**src/rtl/frame_rate_mon_pkg.sv**
```systemverilog
// frame_rate_mon_pkg: shared state encoding and counter helpers for the
// frame-rate monitor and its per-channel sub-module.
package frame_rate_mon_pkg;

   // Per-channel monitor state
   typedef enum logic [1:0] {
      ST_IDLE  = 2'd0,
      ST_ARMED = 2'd1,
      ST_RUN   = 2'd2,
      ST_STALL = 2'd3
   } fr_state_t;

   // All-ones saturation value for a counter of the given width
   function automatic logic [63:0] cnt_sat_value(input int unsigned width);
      return (64'd1 << width) - 64'd1;
   endfunction

endpackage

```
**src/rtl/frame_rate_mon_ch.sv**
```systemverilog
// frame_rate_mon_ch: one monitored channel. Resynchronises an asynchronous
// frame strobe, detects its rising edge, measures the frame period in clk
// cycles, counts frames and flags a stalled source.
// Optional min/max period tracking is built when FRAME_RATE_MON_MINMAX_EN
// is defined; otherwise period_min/period_max are tied to 0.
module frame_rate_mon_ch #(
   parameter int CNT_WIDTH   = 27,
   parameter int FCNT_WIDTH  = 16,
   parameter int SYNC_STAGES = 2,
   parameter int TIMEOUT     = 5_000_000
) (
   input  logic                  clk,
   input  logic                  rst,
   input  logic                  trig,
   input  logic                  clr,
   output logic                  tick,
   output logic [CNT_WIDTH-1:0]  period,
   output logic                  period_valid,
   output logic [FCNT_WIDTH-1:0] frame_cnt,
   output logic                  stall,
   output logic [CNT_WIDTH-1:0]  period_min,
   output logic [CNT_WIDTH-1:0]  period_max
);

   import frame_rate_mon_pkg::*;

   localparam logic [CNT_WIDTH-1:0]  CNT_SAT     = CNT_WIDTH'(cnt_sat_value(CNT_WIDTH));
   localparam logic [CNT_WIDTH-1:0]  CNT_TO_LAST = CNT_WIDTH'(TIMEOUT - 1);
   localparam logic [CNT_WIDTH-1:0]  CNT_ONE     = CNT_WIDTH'(1);
   localparam logic [FCNT_WIDTH-1:0] FCNT_ONE    = FCNT_WIDTH'(1);

   logic [SYNC_STAGES-1:0] sync_q, sync_d;
   logic                   edge_prev_q, edge_prev_d;
   logic                   edge_det;
   logic                   tick_q, tick_d;
   fr_state_t              state_q, state_d;
   logic [CNT_WIDTH-1:0]   cnt_q, cnt_d;
   logic [CNT_WIDTH-1:0]   meas_val;
   logic [CNT_WIDTH-1:0]   period_q, period_d;
   logic                   period_valid_q, period_valid_d;
   logic [FCNT_WIDTH-1:0]  frame_cnt_q, frame_cnt_d;
   logic                   stall_q, stall_d;

   assign edge_det = sync_q[SYNC_STAGES-1] & ~edge_prev_q;
   assign meas_val = cnt_q + CNT_ONE;

   // Shift the strobe through the synchroniser and remember the last synced level
   always_comb begin
      sync_d      = {sync_q[SYNC_STAGES-2:0], trig};
      edge_prev_d = sync_q[SYNC_STAGES-1];
   end

   // Next-state, counters and measurement; clr overrides everything at the end
   always_comb begin
      state_d        = state_q;
      cnt_d          = (cnt_q == CNT_SAT) ? cnt_q : cnt_q + CNT_ONE;
      period_d       = period_q;
      period_valid_d = period_valid_q;
      frame_cnt_d    = frame_cnt_q;
      tick_d         = edge_det & ~clr;

      case (state_q)
         ST_IDLE: begin
            cnt_d = '0;
            if (edge_det) begin
               state_d     = ST_ARMED;
               frame_cnt_d = frame_cnt_q + FCNT_ONE;
            end
         end
         ST_ARMED: begin
            if (edge_det) begin
               state_d        = ST_RUN;
               cnt_d          = '0;
               period_d       = meas_val;
               period_valid_d = 1'b1;
               frame_cnt_d    = frame_cnt_q + FCNT_ONE;
            end else if (cnt_q == CNT_TO_LAST) begin
               state_d = ST_STALL;
            end
         end
         ST_RUN: begin
            if (edge_det) begin
               cnt_d       = '0;
               period_d    = meas_val;
               frame_cnt_d = frame_cnt_q + FCNT_ONE;
            end else if (cnt_q == CNT_TO_LAST) begin
               state_d = ST_STALL;
            end
         end
         ST_STALL: begin
            if (edge_det) begin
               state_d        = ST_ARMED;
               cnt_d          = '0;
               period_valid_d = 1'b0;
               frame_cnt_d    = frame_cnt_q + FCNT_ONE;
            end
         end
         default: begin
            state_d = ST_IDLE;
            cnt_d   = '0;
         end
      endcase

      if (clr) begin
         state_d        = ST_IDLE;
         cnt_d          = '0;
         period_d       = '0;
         period_valid_d = 1'b0;
         frame_cnt_d    = '0;
      end

      stall_d = (state_d == ST_STALL);
   end

   // Channel state registers
   always_ff @(posedge clk or posedge rst) begin
      if (rst) begin
         sync_q         <= '0;
         edge_prev_q    <= 1'b0;
         tick_q         <= 1'b0;
         state_q        <= ST_IDLE;
         cnt_q          <= '0;
         period_q       <= '0;
         period_valid_q <= 1'b0;
         frame_cnt_q    <= '0;
         stall_q        <= 1'b0;
      end else begin
         sync_q         <= sync_d;
         edge_prev_q    <= edge_prev_d;
         tick_q         <= tick_d;
         state_q        <= state_d;
         cnt_q          <= cnt_d;
         period_q       <= period_d;
         period_valid_q <= period_valid_d;
         frame_cnt_q    <= frame_cnt_d;
         stall_q        <= stall_d;
      end
   end

   assign tick         = tick_q;
   assign period       = period_q;
   assign period_valid = period_valid_q;
   assign frame_cnt    = frame_cnt_q;
   assign stall        = stall_q;

`ifdef FRAME_RATE_MON_MINMAX_EN
   logic                 meas;
   logic [CNT_WIDTH-1:0] period_min_q, period_min_d;
   logic [CNT_WIDTH-1:0] period_max_q, period_max_d;
   logic                 mm_loaded_q, mm_loaded_d;

   assign meas = edge_det & ~clr & ((state_q == ST_ARMED) || (state_q == ST_RUN));

   // Track extremes of valid measurements; the first one seeds both, stalls leave them alone
   always_comb begin
      period_min_d = period_min_q;
      period_max_d = period_max_q;
      mm_loaded_d  = mm_loaded_q;
      if (clr) begin
         period_min_d = '0;
         period_max_d = '0;
         mm_loaded_d  = 1'b0;
      end else if (meas) begin
         mm_loaded_d = 1'b1;
         if (!mm_loaded_q) begin
            period_min_d = meas_val;
            period_max_d = meas_val;
         end else begin
            if (meas_val < period_min_q) period_min_d = meas_val;
            if (meas_val > period_max_q) period_max_d = meas_val;
         end
      end
   end

   // Min/max registers
   always_ff @(posedge clk or posedge rst) begin
      if (rst) begin
         period_min_q <= '0;
         period_max_q <= '0;
         mm_loaded_q  <= 1'b0;
      end else begin
         period_min_q <= period_min_d;
         period_max_q <= period_max_d;
         mm_loaded_q  <= mm_loaded_d;
      end
   end

   assign period_min = period_min_q;
   assign period_max = period_max_q;
`else
   assign period_min = '0;
   assign period_max = '0;
`endif

endmodule

```
**src/rtl/frame_rate_mon.sv**
```systemverilog
// frame_rate_mon: N-channel frame-timing monitor. Instantiates one
// frame_rate_mon_ch per strobe, packs the per-channel results (ch0 in the
// LSBs) and registers the OR of all stall flags.
// Define FRAME_RATE_MON_MINMAX_EN to build per-channel min/max period tracking.
module frame_rate_mon #(
   parameter int N_CH        = 2,
   parameter int CNT_WIDTH   = 27,
   parameter int FCNT_WIDTH  = 16,
   parameter int SYNC_STAGES = 2,
   parameter int TIMEOUT     = 5_000_000
) (
   input  logic                       clk,
   input  logic                       rst,
   input  logic [N_CH-1:0]            trig,
   input  logic                       clr,
   output logic [N_CH-1:0]            tick,
   output logic [N_CH*CNT_WIDTH-1:0]  period,
   output logic [N_CH-1:0]            period_valid,
   output logic [N_CH*FCNT_WIDTH-1:0] frame_cnt,
   output logic [N_CH-1:0]            stall,
   output logic                       any_stall,
   output logic [N_CH*CNT_WIDTH-1:0]  period_min,
   output logic [N_CH*CNT_WIDTH-1:0]  period_max
);

   import frame_rate_mon_pkg::*;

   logic any_stall_q, any_stall_d;

   for (genvar i = 0; i < N_CH; i++) begin : g_ch
      frame_rate_mon_ch #(
         .CNT_WIDTH   (CNT_WIDTH),
         .FCNT_WIDTH  (FCNT_WIDTH),
         .SYNC_STAGES (SYNC_STAGES),
         .TIMEOUT     (TIMEOUT)
      ) u_ch (
         .clk          (clk),
         .rst          (rst),
         .trig         (trig[i]),
         .clr          (clr),
         .tick         (tick[i]),
         .period       (period[i*CNT_WIDTH +: CNT_WIDTH]),
         .period_valid (period_valid[i]),
         .frame_cnt    (frame_cnt[i*FCNT_WIDTH +: FCNT_WIDTH]),
         .stall        (stall[i]),
         .period_min   (period_min[i*CNT_WIDTH +: CNT_WIDTH]),
         .period_max   (period_max[i*CNT_WIDTH +: CNT_WIDTH])
      );
   end

   // OR of the stall flags, forced low by clr so every output is 0 right after a clear
   always_comb begin
      any_stall_d = clr ? 1'b0 : |stall;
   end

   // Summary stall register
   always_ff @(posedge clk or posedge rst) begin
      if (rst) any_stall_q <= 1'b0;
      else     any_stall_q <= any_stall_d;
   end

   assign any_stall = any_stall_q;

endmodule

```
**config.mk**
```make
export PLATFORM = sky130hd
export DESIGN_NAME = frame_rate_mon
export DESIGN_NICKNAME = d
export VERILOG_FILES = /design/src/rtl/frame_rate_mon_pkg.sv /design/src/rtl/frame_rate_mon_ch.sv /design/src/rtl/frame_rate_mon.sv
export SDC_FILE = /design/constraint.sdc
export NUM_CORES = 1
export LEC_CHECK = 0
export ABC_AREA = 0
export CAP_MARGIN = 20
export CORE_ASPECT_RATIO = 1.25
export CORE_MARGIN = 2
export CORE_UTILIZATION = 50
export CTS_CLUSTER_DIAMETER = 30
export DETAILED_ROUTE_END_ITERATION = 7
export PLACE_DENSITY = 0.92
export RECOVER_POWER = 50
export SYNTH_ARGS = -nofsm -noshare
export SYNTH_HDL_FRONTEND = slang
export SYNTH_SLANG_ARGS = --single-unit
```
**constraint.sdc**
```tcl
create_clock -name clk -period 10 [get_ports clk]
set_input_delay 3 -clock clk [delete_from_list [all_inputs] [get_ports clk]]
set_output_delay 3 -clock clk [all_outputs]
set_load 0.02 [all_outputs]
```
==> results.txt <==
DRT antenna net count -> 0
die area -> 17,400 um^2
# fillers -> 1,334
Final min period -> 6.27 ns
endpoints failing hold -> 0
Final WS setup -> 3.73 ns
Starting Density -> 50.8%
CP max stage cell -> clkinvlp_2
Die H -> 147 um
clk root buf -> clkbuf_16
Syn Inst Count -> 837
post-synthesis mux area share -> 0.245%
main combinational cell family by area after synthesis -> simple AND/OR/NAND/NOR gates
CTS max path bufs -> 2
# setup viols final -> 0
Die Width -> 118 um
ys flop type -> dfrtp_1
Avg Cell Area, Syn -> 9.75 um^2
Core ar. -> 16,100 um^2
iteration-0 DRC count of the detailed router -> 320
flops & latches, synth -> 157
crit path kind -> input port to async pin
hold slack -> 0.344 ns
LEAKAGE -> 0.00418 uW
Synth Area in Adders -> 1.84%
period utilisation layout -> 62.7%
router iterations before antenna repair -> 7
IO buf count -> 97
Synth Area in XOR/XNOR -> 8.70%
gr ovfl total -> 0
Post-synth EDFFs -> 0
layout cells sized above 1 -> 5.90%
CTS tree -> built
final wirelength -> 17.0 mm
number of I/O pins -> 206
register area share after synthesis -> 48.2%
Psw -> 374 uW
Layout Skew -> 0.0145 ns
depth of the CTS H-tree -> 4
Sink Count -> 157
max frequency -> 0.159 GHz
placed cells -> 1,116
initial antenna violation count -> 0
Clk pwr share -> 43.3%
overall routing resource usage -> 19.7%
status -> complete, but fails checks
pre-CTS setup slack -> 4.95 ns
maximum vdd drop -> 0.0907 mV
setup TNS -> 0 ns
CP max FO -> 88
compound-gate portion of the synthesized area -> 8.28%
largest net degree at the start of global routing -> 89
global-route wire length before repair -> 28.0 mm
ant diodes -> 0
worst skew pair latency -> 0.43 ns
post-synthesis cell type count -> 54
gpl congestion -> 0.878
Via density -> 5.15
Async SR Flop Fraction -> 100%
Max-slew headroom -> -154%
worst min-delay path category -> register to register
DRC violations left -> 0
Post-Layout Cell Count -> 1,148
Slew @ Worst Pin -> 3.79 ns
Post-CTS Hold Buffers -> 0
Seq pwr share -> 47.8%
power density over the cells -> 146 nW/um^2
violated checks -> max-capacitance violations, max-slew violations
slowest stage delay, CP -> 2.13 ns
Synth Warn # -> 0
RSZ-0062 raised after global routing -> no
nets@finish -> 936
synthesis-to-layout area growth -> 15.0%
crit path DAT -> 6.72 ns
Sw Share -> 27.4%
Worst Setup End Kind -> async pin
Num CTS Buffers -> 17
FP Rows -> 52
total number of vias -> 5,913
CTS clk-pin slew, worst paths -> 0.06 ns
Final Max Tran Viols -> 137
startpoint types -> input port
fraction of the mapped netlist area in simple logic gates -> 20.0%
Syn Std Cell Area -> 8160 um^2
vias in the first global route -> 5,701
Internal -> 991 uW
max-cap violations -> 2
post-detail-place hpwl -> 11.8 mm
WL/cell -> 14.8 um
Comb power frac -> 8.9%
post-cts sizing count -> 0
setup bufs post-CTS -> 0
worst path cell trace -> dlygate4sd3_1 -> clkinvlp_2 -> buf_4
Worst Path Required -> 10.44 ns
final core utilization -> 58.4%
-- metrics by stage --
stage / total power [uW] / cell area (um^2)
2_1_floorplan: 792 / 8560
3_3_place_gp: 781 / 8820
3_5_place_dp: 787 / 8850
4_1_cts: 1370 / 9390
5_1_grt: 1420 / 9380
6_report: 1360 / 9380
-- placed cells by master, fill, tap and decap left out, types with 4 or more instances in the layout --
| cell | n |
|---|---|
| nor3_1 | 17 |
| clkbuf_16 | 17 |
| dfrtp_1 | 157 |
| nand3_1 | 27 |
| and3_1 | 19 |
| nor4_1 | 4 |
| nand4_1 | 16 |
| ha_1 | 12 |
| nor4b_1 | 4 |
| or3_1 | 5 |
| xor2_1 | 40 |
| nor2b_1 | 4 |
| and4_1 | 10 |
| dlygate4sd3_1 | 41 |
| and2_1 | 6 |
| o21ai_0 | 44 |
| clkdlybuf4s50_1 | 55 |
| xnor2_1 | 41 |
| inv_6 | 7 |
| nor3_2 | 5 |
| nand2_1 | 96 |
| conb_1 | 108 |
| o21ai_1 | 16 |
| a211oi_1 | 5 |
| a21oi_1 | 47 |
| inv_1 | 10 |
| nor2_1 | 65 |
-- power by group through the flow --
| stage | Combinational (uW) | Clock, uW | Sequential (uW) |
|---|---|---|---|
| floorplan | 128 | 0 | 664 |
| global placement | 117 | 0 | 664 |
| detailed placement | 123 | 0 | 664 |
| CTS | 124 | 598 | 653 |
| global route | 134 | 629 | 654 |
| finish | 122 | 590 | 653 |
-- kinds of logic (layout without fill, tap and decap cells) --
| logic type | after synthesis | after routing |
|---|---|---|
| AO/OA/AOI/OAI | 124 | 124 |
| XOR/XNOR | 81 | 81 |
| adder cells (fa/ha/maj) | 12 | 12 |
| buffers and inverters | 156 | 144 |
| flip-flops | 157 | 157 |
| multiplexers | 2 | 2 |
| other | 1 | 108 |
| AND/OR/NAND/NOR | 304 | 304 |
-- worst max-delay path, delay by kind of cell --
kind	cells	cell delay, ns
buf+inv	3	3.63
-- state kept, by name, indices dropped and copies added, names as in the netlist --
register and count:
g_ch.u_ch.frame_cnt 32, g_ch.u_ch.cnt_q 54, g_ch.u_ch.sync_q 4, g_ch.u_ch.edge_prev_q 2, g_ch.u_ch.stall 2, g_ch.u_ch.period 54, g_ch.u_ch.period_valid 2, g_ch.u_ch.state_q 4
any_stall 1, g_ch.u_ch.tick 2
-- cell usage after synthesis (3+ instances only) --
| library cell | instances | area share (%) |
|---|---|---|
| o21ai_1 | 17 | 1.0 |
| buf_2 | 9 | 0.55 |
| nand4b_1 | 3 | 0.32 |
| nand2_1 | 96 | 4.4 |
| buf_4 | 115 | 11 |
| nor4_2 | 3 | 0.46 |
| and3_1 | 19 | 1.5 |
| inv_1 | 11 | 0.51 |
| nand3_1 | 27 | 1.7 |
| xnor2_1 | 41 | 4.4 |
| nor3_2 | 5 | 0.61 |
| nor2_1 | 65 | 3.0 |
| ha_1 | 12 | 1.8 |
| nand4_1 | 16 | 1.2 |
| dfrtp_1 | 157 | 48 |
| nor4_1 | 4 | 0.31 |
| a21oi_1 | 45 | 2.8 |
| clkbuf_1 | 19 | 0.87 |
| o21ai_0 | 43 | 2.6 |
| nor3_1 | 17 | 1.0 |
| a211oi_1 | 5 | 0.46 |
| nand2b_1 | 3 | 0.23 |
| and4_1 | 10 | 1.1 |
| nor2b_1 | 4 | 0.31 |
| and2_1 | 6 | 0.46 |
| nor4b_1 | 4 | 0.43 |
| a31oi_1 | 3 | 0.23 |
| or3_1 | 5 | 0.38 |
| xor2_1 | 40 | 4.3 |
-- final timing paths --
kind / slack, ns / to / depth (start not counted) / startpoint
max in group clk: 4.61 / g_ch[1].u_ch.period[13] / 5 / clr
min: 0.34 / g_ch[0].u_ch.sync_q[1] / 0 / g_ch[0].u_ch.sync_q[0]
min in group asynchronous: 4.19 / g_ch[1].u_ch.period[7] / 2 / rst
min reg2reg: 0.34 / g_ch[0].u_ch.sync_q[1] / 0 / g_ch[0].u_ch.sync_q[0]
max reg2reg: 6.85 / g_ch[1].u_ch.cnt_q[14] / 6 / g_ch[1].u_ch.cnt_q[0]
max: 3.73 / g_ch[0].u_ch.period[9] / 3 / rst
-- per-layer routing --
| layer | vias to the layer above | track usage (%) | routed length (um) |
|---|---|---|---|
| met3 | 32 | 4.27 | 907 |
| met4 | 0 | 6.93 | 344 |
| met5 | - | 0 | 0 |
| met1 | 2890 | 24.9 | 7140 |
| li1 | 2792 | - | - |
| met2 | 199 | 33.3 | 8600 |
-- cell type report --
cell class | instances | area, um^2 | area share [%]
Clock inverter | 14 | 110 | 1.17
Tap cell | 216 | 270 | 2.88
Multi-Input combinational cell | 631 | 3590 | 38.3
Clock buffer | 18 | 429 | 4.58
Sequential cell | 157 | 3930 | 41.9
Inverter | 11 | 42.5 | 0.454
Timing Repair Buffer | 101 | 1010 | 10.8
Note: power is estimated with default switching activity, not from simulation.
